[config.mk]
export PLATFORM = sky130hd
export DESIGN_NAME = conv_encoding
export DESIGN_NICKNAME = d
export VERILOG_FILES = /design/src/rtl/conv_encoding.sv
export SDC_FILE = /design/constraint.sdc
export NUM_CORES = 1
export LEC_CHECK = 0
export ABC_AREA = 1
export CAP_MARGIN = 20
export CORE_MARGIN = 3
export CORE_UTILIZATION = 50
export DETAILED_ROUTE_END_ITERATION = 12
export PLACE_DENSITY = 0.76
export REMOVE_ABC_BUFFERS = 1
export SLEW_MARGIN = 0
export SYNTH_ARGS = -nofsm -noshare
export SYNTH_HDL_FRONTEND = slang
export SYNTH_SLANG_ARGS = --single-unit
[constraint.sdc]
create_clock -name clk -period 1.6 [get_ports clk]
set_input_delay 0.16 -clock clk [delete_from_list [all_inputs] [get_ports clk]]
set_output_delay 0.16 -clock clk [all_outputs]
set_load 0.02 [all_outputs]
[src/rtl/conv_encoding.sv]
// Rate-1/2 K=7 convolutional encoder (133/171 octal), byte in, one pair per clock.
// Define CONV_TAIL_EN to append an 8-bit zero tail that terminates the trellis.
module conv_encoding (
  input  logic       clk,
  input  logic       reset_n,
  input  logic [7:0] din,
  input  logic       indicator,
  output logic [1:0] dout,
  output logic       next_indicator
);

`ifdef CONV_TAIL_EN
  typedef enum logic [1:0] {
    IDLE = 2'd0,
    ENC  = 2'd1,
    TAIL = 2'd2
  } state_e;
`else
  typedef enum logic [1:0] {
    IDLE = 2'd0,
    ENC  = 2'd1
  } state_e;
`endif

  state_e     state_q;
  logic [2:0] phase_q;
  logic [2:0] phase_d;
  logic [7:0] byte_q;
  logic [5:0] s_q;
  logic [5:0] s_d;
  logic [1:0] dout_q;
  logic       nind_q;
  logic       cur_bit;
  logic [1:0] pair;

  // Bit 0 of a byte comes straight from din; later bits from the latched copy.
  always_comb begin
    cur_bit = 1'b0;
    if (state_q == ENC) begin
      if (phase_q == 3'd0) cur_bit = din[0];
      else                 cur_bit = byte_q[phase_q];
    end
    pair[1] = cur_bit ^ s_q[1] ^ s_q[2] ^ s_q[4] ^ s_q[5];
    pair[0] = cur_bit ^ s_q[0] ^ s_q[1] ^ s_q[2] ^ s_q[5];
    s_d     = {s_q[4:0], cur_bit};
    phase_d = phase_q + 3'd1;
  end

  always_ff @(posedge clk) begin
    if (!reset_n) begin
      state_q <= IDLE;
      phase_q <= 3'd0;
      byte_q  <= 8'd0;
      s_q     <= 6'd0;
      dout_q  <= 2'b00;
      nind_q  <= 1'b0;
    end else begin
      nind_q <= 1'b0;
      unique case (state_q)
        IDLE: begin
          s_q     <= 6'd0;
          phase_q <= 3'd0;
          byte_q  <= 8'd0;
          dout_q  <= 2'b00;
          if (indicator) begin
            state_q <= ENC;
            nind_q  <= 1'b1;
          end
        end
        ENC: begin
          dout_q  <= pair;
          s_q     <= s_d;
          phase_q <= phase_d;
          if (phase_q == 3'd0) byte_q <= din;
          if (indicator) begin
`ifdef CONV_TAIL_EN
            state_q <= TAIL;
            phase_q <= 3'd0;
`else
            state_q <= IDLE;
            s_q     <= 6'd0;
            phase_q <= 3'd0;
            byte_q  <= 8'd0;
            nind_q  <= 1'b1;
`endif
          end
        end
`ifdef CONV_TAIL_EN
        TAIL: begin
          dout_q  <= pair;
          s_q     <= s_d;
          phase_q <= phase_d;
          if (phase_q == 3'd7) begin
            state_q <= IDLE;
            s_q     <= 6'd0;
            phase_q <= 3'd0;
            byte_q  <= 8'd0;
            nind_q  <= 1'b1;
          end
        end
`endif
        default: begin
          state_q <= IDLE;
          s_q     <= 6'd0;
          phase_q <= 3'd0;
          byte_q  <= 8'd0;
          dout_q  <= 2'b00;
        end
      endcase
    end
  end

  assign dout           = dout_q;
  assign next_indicator = nind_q;

endmodule

# Yosys cells after proc, flatten, opt, wreduce, memory -nomap -nowiden
# Index checks and enable logic that the tools add are counted.
# Widths: inputs -> output; s select.
[totals]
regBits = 22
out_inout_bits = 3
[op_classes]
n_addsub = 1
order_cmp = 1
eq_ne = 3
muxes = 8
n_bitwise = 10
reduce_logical = 7
[ops]
columns = ["op", "count"]
rows = [
  ["$xor 1x1->1", 8],
  ["$reduce_and 2->1", 3],
  ["$lt 3x4->1 const B", 1],
  ["$mux 1", 4],
  ["$mux 2", 2],
  ["$ne 2x2->1 const B", 2],
  ["$pmux 2 s2", 1],
  ["$add 3x1->3 const B", 1],
  ["$bmux 1 s3", 1],
  ["$logic_not 3->1", 1],
  ["$reduce_or 3->1", 1],
  ["$eq 2x1->1 const B", 1],
  ["$logic_not 2->1", 1],
  ["$not 1->1", 2],
  ["$reduce_or 2->1", 1],
]

# Logic depth before layout (Yosys ltp)
[depth]
word_depth = 8
mapped_depth = 12
mapped_depth_nobuf = 12

# Worst setup path before layout
# Ideal clock, no wire load.
[synth_path]
path_type = "reg-to-reg"
from = "register phase_q[0]"
to = "register dout_q[0] (netlist: dout[0])"
setup_ps = 113
t_arrival_ps = 1285
required_time_ps = 1487
setup_slack_ps = 203
stages_incl_launch_ff = 13
path_buffers = 0
period_less_slack_ps = 1397
path_cell_list = "dfxtp_1 inv_2 ha_1 inv_1 nor2_4 nand2_2 nand3_2 nand2_1 nand2_1 nand2_2 nand2_1 nand2_1 nor2_1"
[synth_via]
elab_chain_cells = 8
elab_cells_between_ends = 9
classes_between = "mux: 4; bitwise: 4; reduce/logical: 1"
[synth_rtl]
columns = ["item", "line_no", "source"]
rows = [
  ["start, declared", "26", "logic [2:0] phase_q;"],
  ["start signal, assigned", "73", "phase_q <= phase_d;"],
  ["$bmux 1 s3", "41", "else cur_bit = byte_q[phase_q];"],
  ["$mux 1 (implied by the code)", "41", ""],
  ["$mux 1 *", "40", "if (phase_q == 3'd0) cur_bit = din[0];"],
  ["$mux 1 *", "39", "if (state_q == ENC) begin"],
  ["$xor 1x1->1 * (4 in series)", "44", "pair[0] = cur_bit ^ s_q[0] ^ s_q[1] ^ s_q[2] ^ s_q[5];"],
  ["end signal, assigned", "71", "dout_q <= pair;"],
  ["end, declared", "31", "logic [1:0] dout_q;"],
]
# Mark *: on every way between the ends. The rest lies on a longest branch, timed or not. The select of a mux whose other input is x is not followed.
# A chain may end at the register's enable or synchronous reset.

# Worst setup path in the final report
[layout_path]
from = "register phase_q[1]"
to = "register dout_q[0] (netlist: dout[0])"
# The elaborated chain is that of the path after synthesis.

==> summary.md <==
The run finished with clean final reports. In this run the register-to-register setup slack is 0.21 ns. For the antenna violation net count after detailed routing, the log shows 0. The final number of max-transition violations was 0.

The placed instances occupy a cell area of 1013 µm². For the maximum number of pins on one net before global-route repair, the log shows 13. Leaving out fill and tap cells, the most frequent cells in the layout are 25 x nor2_1, 20 x nand2_1, 20 x dfxtp_1. The final non-filler cell area is 1057 µm², and the CTS H-tree depth is 1. The worst setup path is captured at a flop. Dividing total power by cell area gives a power density of 821.2 nW/µm². Dividing the detail-routed wire length by the instance count gives 10.16 µm.

The design draws 0.8682 mW. Setup total negative slack on the finished layout was measured at 0 ns. The floorplan step defined a core boundary enclosing 1559 µm². The worst hold path belongs to the class flop to flop.

At the end of routability-driven placement, the weighted congestion stood at 0.7890. Setup repair after global routing left no endpoint under its margin. Clock skew on the completed layout was measured at 0.004548 ns.

CTS saw 21 sinks. After synthesis the netlist holds a flip-flop and latch count of 21. For this run, the top clock speed supported by timing is 719.1 MHz.

TritonCTS created 3 clock buffers. The peak fanout along the critical path works out to 4. The overall overflow remaining after global route is 0.

The logs give 4 for the iteration count of the initial detailed-routing pass and 0.1544 for the global-route usage over all layers. TritonCTS built the clock tree. The die extent in y is 47.28 µm, and the instance count of the mapped netlist is 109. The root buffer cell chosen for the clock tree is clkbuf_4.

Share of cells above drive strength 1: 0.1628. Setup violations remaining at the end of the flow were counted as 0. Data arrives at the worst endpoint at 1.59 ns. The minimum clock period after layout came out at 1.391 ns. For hold timing, the worst endpoint is s_q[4].

The number of endpoints with negative hold slack in the final report is 0. The max-capacitance violation count is 0, and the CTS clock-pin slew for the worst setup and hold paths is 0.12 ns. For the number of antenna violations at the first check in global routing, the log shows 0.

The worst hold path begins at s_q[3]. Once layout is complete, the cells apart from fillers number 145. In the routed layout, each cell is associated on average with a via count of 4.814.

The final wirelength is 1.473 mm, and the number of rows created at floorplan is 14. The worst-case IR drop observed on VDD is 0.0005453 V. STA classifies the critical path startpoint as a flop. Clock latency on the worst-skew pair, taken at its later pin, is 0.29 ns. For the pin with the worst max-slew slack, the measured transition is 0.3173 ns.

The number of placed instances, taps included, is 139. For the total DRC errors in the routed layout, the log shows 0. The starting density of the core is 0.5465.

The number of global-route vias before repair came out at 621. For this design the static power due to leakage is 0.4598 nW. Fill cells in the final layout number 123. The floorplan step set the die width to 47.28 µm.

The final route contains 698 vias. The total half-perimeter wirelength after legalization and detailed placement came out at 1.161 mm. The launching point of the worst reg2reg path was phase_q[1]. Post-synthesis cell type count: 17. The run gives 2235 µm² as the die area. End of the worst register-to-register path: dout[0].

The most common library cell in the layout ignoring fill and taps is nor2_1. For the wire length of the first global-routing pass, the log shows 2.511 mm. The worst register-to-register path has a depth of 11. The diode insertion count for antenna repair is 0.

The critical path is of the flop to flop type. For the synthesis warning total, the log shows 0. From synthesis to final layout, the design area changed by 24.08%. Data on the critical path is required at its endpoint by 1.80 ns. The tools report the synthesized area as 852.1 µm². The post-synthesis area per instance works out to 7.817 µm².

The run gives 0.7882 as the worst max-slew margin expressed relative to the limit. The share of the clock period used by the worst path after layout is 0.8691. I/O pin count: 14.

The count of cells along the worst hold path is 2, and the number of nets in the layout is 143. Number of DRC markers after the initial detailed-route iteration: 12. During placement, the flow inserted port buffers numbering 13. The number of buffers between clock root and the deepest sink came out at 2. The proportion of synthesized chip area in sequential cells was 0.4934.
-- report_power, final --
group	switching, mW	internal, mW
Combinational	0.0376	0.0439
Clock	0.155	0.0929
Sequential	0.00596	0.533
-- cells by family (layout without fill, tap and decap cells) --
kind of cell               after synthesis  in the layout  share of synthesized area
DFF                                     21             21                     0.4934
buffers and inverters                   16             36                    0.07049
adders and majority gates                2              2                    0.02936
xor gates and xnor gates                 4              4                    0.04994
and+or+nand+nor                         57             57                     0.3040
AOI/OAI and AO/OA                        9              9                    0.05286
-- critical path, cell delays in order (launching register included) --
cell and delay (ns):
dfxtp_2 0.36, inv_2 0.07, ha_1 0.16, inv_1 0.07
nor2_4 0.14, nand2_2 0.07, nand3_2 0.09, nand2_1 0.05
nand2_1 0.06, nand2_2 0.06, nor2_1 0.10, nor2_1 0.06
-- state kept, by name, indices dropped and copies added, names as in the netlist --
register	flops
s_q	6
phase_q	3
byte_q	8
next_indicator	1
state_q	1
dout	2
-- stage by stage --
| stage | hold slack (ns) | setup WS (ns) | utilization |
|---|---|---|---|
| 6_report | 0.4187 | 0.2094 | 0.6782 |
| 2_1_floorplan | 0.2666 | 0.2026 | - |
| 3_5_place_dp | 0.4009 | 0.1077 | 0.6501 |
| 3_3_place_gp | 0.3969 | 0.1885 | 0.6501 |
| 4_1_cts | 0.4185 | 0.08227 | 0.6677 |
| 5_1_grt | 0.4271 | 0.02114 | 0.6782 |
-- synth_stat cells, drive strengths merged --
| master | instances | share of area |
|---|---|---|
| nor2 | 27 | 0.13 |
| dfxtp | 21 | 0.49 |
| o21ai | 7 | 0.041 |
| xor2 | 3 | 0.040 |
| clkbuf | 1 | 0.0044 |
| nand3 | 8 | 0.070 |
| xnor2 | 1 | 0.010 |
| nand2 | 22 | 0.10 |
| inv | 15 | 0.066 |
| a21oi | 2 | 0.012 |
| ha | 2 | 0.029 |
-- worst max path at each step --
stage / start / end / cells past startpoint
after global routing: phase_q[1] / dout[0] / 11
final: phase_q[1] / dout[0] / 11
after detailed placement: phase_q[1] / dout[0] / 11
after floorplan: phase_q[0] / dout[0] / 12
after CTS: phase_q[1] / dout[0] / 11
after global placement: phase_q[1] / dout[1] / 11
-- area by class of cell --
| type | instances | area, µm² | share of cell area |
|---|---|---|---|
| Sequential cell | 21 | 421.7 | 0.3988 |
| Multi-Input combinational cell | 72 | 371.6 | 0.3515 |
| Timing Repair Buffer | 17 | 160.2 | 0.1515 |
| Clock inverter | 1 | 5.005 | 0.004734 |
| Tap cell | 16 | 20.02 | 0.01893 |
| Clock buffer | 3 | 22.52 | 0.02130 |
| Inverter | 15 | 56.30 | 0.05325 |
-- metal layers --
layer	vias up	GRT usage	routed length, µm
li1	371	-	-
met1	314	0.2032	698
met2	13	0.2567	713
met3	0	0.03448	62
met4	0	0.03315	0
met5	-	0	0
-- repair_timing --
action / CTS / global route
setup buffers: 0 / 2
setup endpoints to repair: 0 / 2
hold buffers: 0 / 0
gates resized for setup: 0 / 2
(Power assumes the default switching activity.)
